### config.mk
export PLATFORM = sky130hd
export DESIGN_NAME = multicycle_control
export DESIGN_NICKNAME = d
export VERILOG_FILES = /design/src/rtl/multicycle_control_pkg.sv /design/src/rtl/multicycle_control_alu_decoder.sv /design/src/rtl/multicycle_control.sv
export SDC_FILE = /design/constraint.sdc
export NUM_CORES = 1
export LEC_CHECK = 0
export BUFFER_PORTS_ARGS = -buffer_cell sky130_fd_sc_hd__buf_2
export CAP_MARGIN = 10
export CORE_ASPECT_RATIO = 1.25
export CORE_MARGIN = 2
export CORE_UTILIZATION = 38
export CTS_BUF_LIST = sky130_fd_sc_hd__clkbuf_8 sky130_fd_sc_hd__clkbuf_16
export DETAILED_ROUTE_END_ITERATION = 8
export PLACE_DENSITY = 0.61
export SLEW_MARGIN = 15
export SYNTH_ARGS = -nofsm -noshare
export SYNTH_HDL_FRONTEND = slang
export SYNTH_HIERARCHICAL = 1
export SYNTH_SLANG_ARGS = --single-unit
### constraint.sdc
create_clock -name clk -period 2.53 [get_ports clk]
set_input_delay 0.506 -clock clk [delete_from_list [all_inputs] [get_ports clk]]
set_output_delay 0.506 -clock clk [all_outputs]
set_load 0.01 [all_outputs]
### src/rtl/multicycle_control_pkg.sv
// Shared types and encodings for the multi-cycle control path.
// State enum, opcodes, datapath mux selects, ALU ops and trap causes.
package multicycle_control_pkg;

  typedef enum logic [3:0] {
    S_FETCH,
    S_DECODE,
    S_MEMADR,
    S_MEMRD,
    S_MEMWB,
    S_MEMWR,
    S_EXECR,
    S_EXECI,
    S_ALUWB,
    S_BRANCH,
    S_JAL,
    S_TRAP
  } state_e;

  localparam logic [6:0] OP_LW  = 7'b0000011;
  localparam logic [6:0] OP_SW  = 7'b0100011;
  localparam logic [6:0] OP_R   = 7'b0110011;
  localparam logic [6:0] OP_I   = 7'b0010011;
  localparam logic [6:0] OP_BR  = 7'b1100011;
  localparam logic [6:0] OP_JAL = 7'b1101111;

  localparam logic [2:0] ALU_ADD = 3'b000;
  localparam logic [2:0] ALU_SUB = 3'b001;
  localparam logic [2:0] ALU_AND = 3'b010;
  localparam logic [2:0] ALU_OR  = 3'b011;
  localparam logic [2:0] ALU_SLT = 3'b101;

  localparam logic [1:0] IMM_I = 2'b00;
  localparam logic [1:0] IMM_S = 2'b01;
  localparam logic [1:0] IMM_B = 2'b10;
  localparam logic [1:0] IMM_J = 2'b11;

  localparam logic [1:0] SRCA_PC    = 2'b00;
  localparam logic [1:0] SRCA_OLDPC = 2'b01;
  localparam logic [1:0] SRCA_RS1   = 2'b10;

  localparam logic [1:0] SRCB_RS2  = 2'b00;
  localparam logic [1:0] SRCB_IMM  = 2'b01;
  localparam logic [1:0] SRCB_FOUR = 2'b10;

  localparam logic [1:0] RES_ALUOUT = 2'b00;
  localparam logic [1:0] RES_DATA   = 2'b01;
  localparam logic [1:0] RES_ALURES = 2'b10;

  localparam logic [1:0] CAUSE_NONE    = 2'b00;
  localparam logic [1:0] CAUSE_ILLEGAL = 2'b01;
  localparam logic [1:0] CAUSE_TIMEOUT = 2'b10;

endpackage

### src/rtl/multicycle_control_alu_decoder.sv
// Combinational funct3/funct7 to ALU operation decode.
// Flags funct3 values the datapath cannot execute.
module alu_decoder
  import multicycle_control_pkg::*;
(
  input  logic [2:0] funct3,
  input  logic       funct7b5,
  input  logic       is_rtype,
  output logic [2:0] alu_control,
  output logic       illegal
);

  // sub only exists for R-type; addi ignores instr[30]
  always_comb begin
    alu_control = ALU_ADD;
    illegal     = 1'b0;
    unique case (funct3)
      3'b000: alu_control = (is_rtype && funct7b5) ? ALU_SUB : ALU_ADD;
      3'b010: alu_control = ALU_SLT;
      3'b110: alu_control = ALU_OR;
      3'b111: alu_control = ALU_AND;
      default: illegal = 1'b1;
    endcase
  end

endmodule

### src/rtl/multicycle_control.sv
// Multi-cycle RV32I-subset control FSM over one shared memory port.
// Stalls on mem_ready with a bounded wait; traps on illegal ops/timeout.
module multicycle_control
  import multicycle_control_pkg::*;
#(
  parameter int ALUCTRL_W   = 3,
  parameter int MEM_TIMEOUT = 16,
  parameter int EN_BNE      = 1
) (
  input  logic                 clk,
  input  logic                 rst,
  input  logic [6:0]           op,
  input  logic [2:0]           funct3,
  input  logic                 funct7b5,
  input  logic                 zero,
  input  logic                 mem_ready,
  output logic                 mem_req,
  output logic                 mem_write,
  output logic                 adr_src,
  output logic                 ir_write,
  output logic                 pc_write,
  output logic                 reg_write,
  output logic [1:0]           alu_src_a,
  output logic [1:0]           alu_src_b,
  output logic [1:0]           result_src,
  output logic [1:0]           imm_src,
  output logic [ALUCTRL_W-1:0] alu_control,
  output logic                 instr_done,
  output logic                 trap,
  output logic [1:0]           trap_cause
);

  localparam logic [7:0] WAIT_LAST = 8'(MEM_TIMEOUT - 1);

  state_e     state_q, state_d;
  logic [7:0] wait_q, wait_d;
  logic [1:0] cause_q, cause_d;

  logic       req_s, wr_s, ir_s, pcu_s;
  logic       br_s, rw_s, done_s, trap_s;
  logic [2:0] alu_s, dec_alu;
  logic       alu_ill, taken, in_wait, wait_hit;
  logic       is_mem, is_r, is_i, is_br, is_jal;
  logic       br_ok, bad_op;

  alu_decoder u_alu_dec (
    .funct3      (funct3),
    .funct7b5    (funct7b5),
    .is_rtype    (is_r),
    .alu_control (dec_alu),
    .illegal     (alu_ill)
  );

  assign is_mem = (op == OP_LW) || (op == OP_SW);
  assign is_r   = (op == OP_R);
  assign is_i   = (op == OP_I);
  assign is_br  = (op == OP_BR);
  assign is_jal = (op == OP_JAL);
  assign br_ok  = (funct3 == 3'b000) ||
                  ((funct3 == 3'b001) && (EN_BNE != 0));
  assign bad_op = !(is_mem || is_jal ||
                    ((is_r || is_i) && !alu_ill) ||
                    (is_br && br_ok));

  assign taken    = funct3[0] ? ~zero : zero;
  assign in_wait  = (state_q == S_FETCH) ||
                    (state_q == S_MEMRD) ||
                    (state_q == S_MEMWR);
  assign wait_hit = (wait_q == WAIT_LAST) && !mem_ready;

  // State, wait counter and trap cause registers
  always_ff @(posedge clk) begin
    if (rst) begin
      state_q <= S_FETCH;
      wait_q  <= 8'd0;
      cause_q <= CAUSE_NONE;
    end else begin
      state_q <= state_d;
      wait_q  <= wait_d;
      cause_q <= cause_d;
    end
  end

  // Stall cycles accumulate only while parked in a memory state
  always_comb begin
    wait_d = wait_q;
    if (state_d != state_q) begin
      wait_d = 8'd0;
    end else if (in_wait && !mem_ready) begin
      wait_d = wait_q + 8'd1;
    end
  end

  // Next state and Moore-decoded controls
  always_comb begin
    state_d    = state_q;
    cause_d    = cause_q;
    req_s      = 1'b0;
    wr_s       = 1'b0;
    ir_s       = 1'b0;
    pcu_s      = 1'b0;
    br_s       = 1'b0;
    rw_s       = 1'b0;
    done_s     = 1'b0;
    trap_s     = 1'b0;
    adr_src    = 1'b0;
    alu_src_a  = SRCA_PC;
    alu_src_b  = SRCB_RS2;
    result_src = RES_ALUOUT;
    imm_src    = IMM_I;
    alu_s      = ALU_ADD;
    unique case (state_q)
      S_FETCH: begin
        req_s      = 1'b1;
        alu_src_b  = SRCB_FOUR;
        result_src = RES_ALURES;
        if (mem_ready) begin
          ir_s    = 1'b1;
          pcu_s   = 1'b1;
          state_d = S_DECODE;
        end else if (wait_hit) begin
          state_d = S_TRAP;
          cause_d = CAUSE_TIMEOUT;
        end
      end
      S_DECODE: begin
        alu_src_a = SRCA_OLDPC;
        alu_src_b = SRCB_IMM;
        imm_src   = IMM_B;
        if (bad_op) begin
          state_d = S_TRAP;
          cause_d = CAUSE_ILLEGAL;
        end else begin
          unique case (1'b1)
            is_mem:  state_d = S_MEMADR;
            is_r:    state_d = S_EXECR;
            is_i:    state_d = S_EXECI;
            is_br:   state_d = S_BRANCH;
            is_jal:  state_d = S_JAL;
            default: state_d = S_TRAP;
          endcase
        end
      end
      S_MEMADR: begin
        alu_src_a = SRCA_RS1;
        alu_src_b = SRCB_IMM;
        if (op == OP_SW) begin
          imm_src = IMM_S;
          state_d = S_MEMWR;
        end else begin
          imm_src = IMM_I;
          state_d = S_MEMRD;
        end
      end
      S_MEMRD: begin
        req_s   = 1'b1;
        adr_src = 1'b1;
        if (mem_ready) begin
          state_d = S_MEMWB;
        end else if (wait_hit) begin
          state_d = S_TRAP;
          cause_d = CAUSE_TIMEOUT;
        end
      end
      S_MEMWB: begin
        result_src = RES_DATA;
        rw_s       = 1'b1;
        done_s     = 1'b1;
        state_d    = S_FETCH;
      end
      S_MEMWR: begin
        req_s   = 1'b1;
        wr_s    = 1'b1;
        adr_src = 1'b1;
        if (mem_ready) begin
          done_s  = 1'b1;
          state_d = S_FETCH;
        end else if (wait_hit) begin
          state_d = S_TRAP;
          cause_d = CAUSE_TIMEOUT;
        end
      end
      S_EXECR: begin
        alu_src_a = SRCA_RS1;
        alu_s     = dec_alu;
        state_d   = S_ALUWB;
      end
      S_EXECI: begin
        alu_src_a = SRCA_RS1;
        alu_src_b = SRCB_IMM;
        alu_s     = dec_alu;
        state_d   = S_ALUWB;
      end
      S_ALUWB: begin
        rw_s    = 1'b1;
        done_s  = 1'b1;
        state_d = S_FETCH;
      end
      S_BRANCH: begin
        alu_src_a = SRCA_RS1;
        alu_s     = ALU_SUB;
        br_s      = 1'b1;
        done_s    = 1'b1;
        state_d   = S_FETCH;
      end
      S_JAL: begin
        alu_src_a = SRCA_OLDPC;
        alu_src_b = SRCB_FOUR;
        pcu_s     = 1'b1;
        state_d   = S_ALUWB;
      end
      S_TRAP: begin
        trap_s = 1'b1;
      end
      default: state_d = S_FETCH;
    endcase
  end

  // Reset overrides every enable in the cycle it is asserted
  always_comb begin
    mem_req     = req_s & ~rst;
    mem_write   = wr_s & ~rst;
    ir_write    = ir_s & ~rst;
    pc_write    = (pcu_s | (br_s & taken)) & ~rst;
    reg_write   = rw_s & ~rst;
    instr_done  = done_s & ~rst;
    trap        = trap_s & ~rst;
    trap_cause  = rst ? CAUSE_NONE : cause_q;
    alu_control = ALUCTRL_W'(alu_s);
  end

endmodule

# After elaboration in Yosys (flattened, before gate mapping)
# Cells that the tools add are included.
# W data, S select, Z words.
# totals
reg_bits	14
in_bits	15
# op_classes
addsub	1
eq_ne	26
mux	32
bitwise	11
reduce_logical	30
# op_table
cell	count
$pmux W4 S7	1
$mux W4	5
$pmux W2 S2	5
$pmux W4 S5	1
$eq A4 B3 Y1 const B	4
$eq A4 B4 Y1 const B	4
$eq A7 B6 Y1 const B	2
$eq A7 B7 Y1 const B	2
$pmux W3 S4	1
$reduce_or A2 Y1	6
$reduce_or A3 Y1	4
$mux W1	11
$add A8 B1 Y8 const B	1
$and A1 B1 Y1	8
$eq A4 B2 Y1 const B	2
$eq A8 B4 Y1 const B	1
$logic_or A1 B1 Y1	8
$mux W2	4
$reduce_or A4 Y1	2
$eq A7 B2 Y1 const B	1
$eq A7 B5 Y1 const B	1
$eq A3 B3 Y1 const B	2
$pmux W3 S2	1
$logic_and A1 B1 Y1	5
other kinds (15)	18

# Depth between registers and ports, before layout
# depth
depth_word	9
depth_mapped	7
ltp_nobuf	7

# Modules after synthesis
# The synthesis kept the hierarchy.
# modules_own_cells
mod	instances	cells_each	area_per_inst_um2
multicycle_control	1	165	1293.7
alu_decoder	1	7	55.1

# Worst setup path before layout
# OpenSTA, ideal clock, no wires.
# synth_timing
kind	reg-to-output
start	register state_q[3]
end	output port reg_write
arrival_ns	1.704
required_time_ns	2.024
setup_slack_ns	0.320
path_stages_with_launch	5
path_buffers	2
path_cell_list	dfxtp_1 -> clkbuf_1 -> clkbuf_1 -> nand2_1 -> a2111oi_0
# synth_via
elab_chain_len	4
word_cells_on_any_way	5
cone_classes	eq/ne (2); mux (1); bitwise (1); reduce/logical (1)
# synth_rtl
element	line_no	rtl
from (decl)	multicycle_control.sv:35	state_e state_q, state_d;
from (signal assigned)	multicycle_control.sv:78	state_q <= state_d;
$eq A4 B4 Y1 / $eq A4 B3 Y1 (equally long branches)	multicycle_control.sv:112	unique case (state_q)
$reduce_or A2 Y1 (no line) *	n/a	
$mux W1 *	multicycle_control.sv:112	
$and A1 B1 Y1 *	multicycle_control.sv:225	reg_write = rw_s & ~rst;
to (decl)	multicycle_control.sv:22	output logic reg_write,
# Mark *: on every way between the ends. The rest lies on a longest branch, timed or not.

# Worst setup path in the final report
# layout_timing
start	register state_q[2]
end	output port instr_done
# layout_via
elab_chain_len	4
word_cells_on_any_way	7
cone_classes	eq/ne (4); mux (1); bitwise (1); reduce/logical (1)
# layout_rtl
element	line_no	rtl
$eq A4 B4 Y1 / $eq A4 B3 Y1 (equally long branches)	multicycle_control.sv:112	
$reduce_or A3 Y1 (no line)	n/a	
$pmux W1 S2 *	multicycle_control.sv:112	
$and A1 B1 Y1 *	multicycle_control.sv:226	instr_done = done_s & ~rst;
to (decl)	multicycle_control.sv:28	output logic instr_done,
# Marked as above.

==> results by group <==
Clocking
  • CTS sink count: 14
  • Setup repair bufs after CTS: 0
  • H-tree Lvls: 1
  • CTS Buf Count: 3
  • CTS tree: built
  • Hold_buf cts: 0
  • Clk pin slew, worst setup/hold paths: 0.06 ns
  • Worst skew pair latency: 0.24 ns
  • Cts repair resizes: 0
  • CTS Root Cell: clkbuf_8
  • Clock tree buffer depth: 2

Power and ir drop
  • Sw Pwr: 0.000710 W
  • Internal: 0.000754 W
  • Clock share of power: 0.125
  • Reg power frac: 0.232
  • Pwr/cell area: 906 nW/um2
  • Gate power share: 0.642
  • VDD IR-drop max: 0.526 mV
  • Lkg Pwr: 0.662 nW
  • Sw Ratio: 0.485
  • Power Total: 0.00146 W

Final layout
  • Share of cells above drive strength 1: 0.298
  • Final core utilization: 0.468
  • Inserted Diodes: 0
  • Fillcell total: 366
  • Nets: 223
  • Most frequent cells in the layout: buf_2, nand2_1, dfxtp_1
  • Area growth from synthesis to layout: 19.8%
  • Most common cell after layout, fill and taps aside: buf_2

Worst setup path
  • Crit Path Max Fanout: 13
  • Worst flop-to-flop path endpoint: wait_q[4]
  • Crit. path cell count: 5
  • Worst EP required: 2.02 ns
  • Critical Path Max Stage Delay: 0.66 ns
  • Critical path type: flop to output pin
  • Worst reg-to-reg setup slack: 0.27 ns
  • Worst setup SP type: flop
  • Crit path arrival time: 1.85 ns
  • R2r worst-path depth: 5
  • Largest delay contributor family on the critical path: flip-flops
  • Slowest CP cell: dfxtp_1
  • Worst Path Buf+Inv: 2
  • Worst path cell trace: inv_1 -> nor2_1 -> o21ai_0 -> a211oi_1 -> buf_2
  • Critical R2R Launch: state_q[1]
  • Critical path origin: state_q[2]
  • Nature of the critical path endpoint: output pin

Placed design
  • Dpl ws: 0.144 ns
  • Gpl congestion: 0.932
  • Detailed Place HPWL: 2910 um
  • Port bufs: 35

Yosys
  • Dominant cell type by area after synthesis: dfxtp_1
  • Library cells used by synthesis: 50
  • Leading post-synthesis cells by cell area: dfxtp_1, nor4b_2, xor2_1
  • Synthesized cell area: 1350 um2
  • Yosys warnings: 6
  • Post-Synthesis Cells: 172
  • Mapped Avg Cell Area: 7.84 um2
  • Post-Syn Nets: 188
  • Primary FF master, synth: dfxtp_1
  • Register area share after synthesis: 0.208
  • Seq cells post-synth: 14
  • Top cell type's share of synthesized area: 0.208
  • Post-synth EDFFs: 0
  • Fraction of registers with async set or reset after synthesis: 0

Global route
  • First-pass GRT wire length: 6120 um
  • Gr ovfl total: 0
  • Initial antenna violation count: 0
  • Largest net degree at the start of global routing: 18
  • Number of global-route vias before repair: 1338
  • Total GRT Usage: 0.188

Routing
  • Total number of vias: 1420
  • WL met3: 151 um
  • Top sig layer: met3
  • WL met1: 1590 um
  • Mean number of vias per cell: 5.82
  • Met2 Wirelength: 1980 um
  • Average wire per standard cell: 15.2 um
  • Detailed Route WL: 3720 um
  • ANT nets after route: 0
  • Initial DRC Count: 92
  • Pre-Repair DR Iteration Count: 4
  • # DRC: 0

Floorplan
  • Core outline area: 3450 um2
  • Initial Util: 0.391
  • Std cell rows: 24
  • Chip height: 70.6 um
  • Area of the die: 4040 um2
  • Top-Level Pins: 36
  • Die W: 57.3 um

Timing
  • Setup TNS: 0 ns
  • Final period util: 0.931
  • Skew final: 0.00232 ns
  • Fmax: 425 MHz
  • Setup violators final: 0
  • RSZ-0062 raised after global routing: no
  • Tmin final: 2.35 ns
  • Hold Vio Cnt, Final: 0
  • PnR worst setup slack: 0.175 ns
  • Final Slew Violations: 0
  • Slew margin rel.: 0.633
  • Slew @ Worst Pin: 0.551 ns

Flow run
  • # Max-Cap Violations: 0

Hold path
  • Worst Hold Class: flop to flop
  • HP Start: cause_q[1]
  • Hold Path End: cause_q[1]
  • Hold Path Depth: 2

Status
  • Status: finished, final reports clean
-- synthesized netlist by cell type, types with 2 or more instances --
| cell type | n |
|---|---|
| nand2_1 | 16 |
| dfxtp_1 | 14 |
| nor2_1 | 13 |
| a21oi_1 | 10 |
| xor2_1 | 9 |
| clkbuf_1 | 8 |
| nor3_1 | 8 |
| nor4b_2 | 8 |
| inv_1 | 7 |
| o21ai_0 | 7 |
| and3_1 | 6 |
| nand4_1 | 5 |
| nor2b_1 | 5 |
| nor4_1 | 5 |
| a211oi_1 | 3 |
| nand2b_1 | 3 |
| o22ai_1 | 3 |
| a21o_1 | 2 |
| a31oi_1 | 2 |
| buf_2 | 2 |
| mux2i_1 | 2 |
| nand4b_1 | 2 |
| nor3b_1 | 2 |
| or3_1 | 2 |
| or3b_1 | 2 |
| xnor2_1 | 2 |
-- area by class of cell --
type	instances	area, um2	area share
well taps	39	48.8	0.0302
clock buffers	3	41.3	0.0256
flip-flops and latches	14	280	0.174
inverters	7	26.3	0.0163
repair buffers	41	220	0.136
multi-input cells	140	998	0.618
-- worst max-delay path by stage --
stage	endpoint	slack, ns
2_1_floorplan	reg_write	0.32
6_report	instr_done	0.18
3_5_place_dp	wait_q[4]	0.14
4_1_cts	instr_done	0.20
5_1_grt	instr_done	0.03
3_3_place_gp	wait_q[0]	0.19
-- worst register-to-register path, cell delays in order, from the launching register on --
cell and delay [ns]:
dfxtp_1 0.43, nor4_2 0.47, a22o_1 0.57, nand4b_1 0.25, nand3_4 0.17, nor4b_2 0.29
-- layer usage --
| metal | GRT usage | vias up |
|---|---|---|
| li1 | - | 711 |
| met5 | 0 | - |
| met2 | 0.332 | 38 |
| met1 | 0.233 | 671 |
| met4 | 0.0646 | 0 |
| met3 | 0.0238 | 0 |
-- per-stage QoR --
| stage | cells | hold slack (ns) | instance area, um2 |
|---|---|---|---|
| global placement | 241 | 0.440 | 1570 |
| finish | 244 | 0.455 | 1620 |
| floorplan | 172 | 0.432 | 1350 |
| detailed placement | 241 | 0.450 | 1570 |
| CTS | 244 | 0.458 | 1620 |
| global route | 244 | 0.497 | 1620 |
-- registers in the layout (all words and copies together) (netlist names) --
| signal | count |
|---|---|
| wait_q | 8 |
| cause_q | 2 |
| state_q | 4 |
-- cells by family (layout without fill, tap and decap cells) --
kind of cell	count (synthesis)	count (layout)	share of synthesized area
AOI/OAI and AO/OA	38	38	0.207
buffers and inverters	18	51	0.0520
xor gates and xnor gates	11	11	0.0714
muxes	2	2	0.0148
and+or+nand+nor	88	88	0.438
adders and majority gates	1	1	0.00927
DFF	14	14	0.208
-- power groups by stage --
stage | sequential, W | clock (W) | combinational, W
after detailed placement | 0.000344 | 0 | 0.000933
final | 0.000340 | 0.000183 | 0.000940
after global placement | 0.000342 | 0 | 0.000908
after global routing | 0.000348 | 0.000199 | 0.00103
after CTS | 0.000340 | 0.000189 | 0.000937
after floorplan | 0.000286 | 0 | 0.000709
No activity file was read; power rests on OpenSTA's default activity.
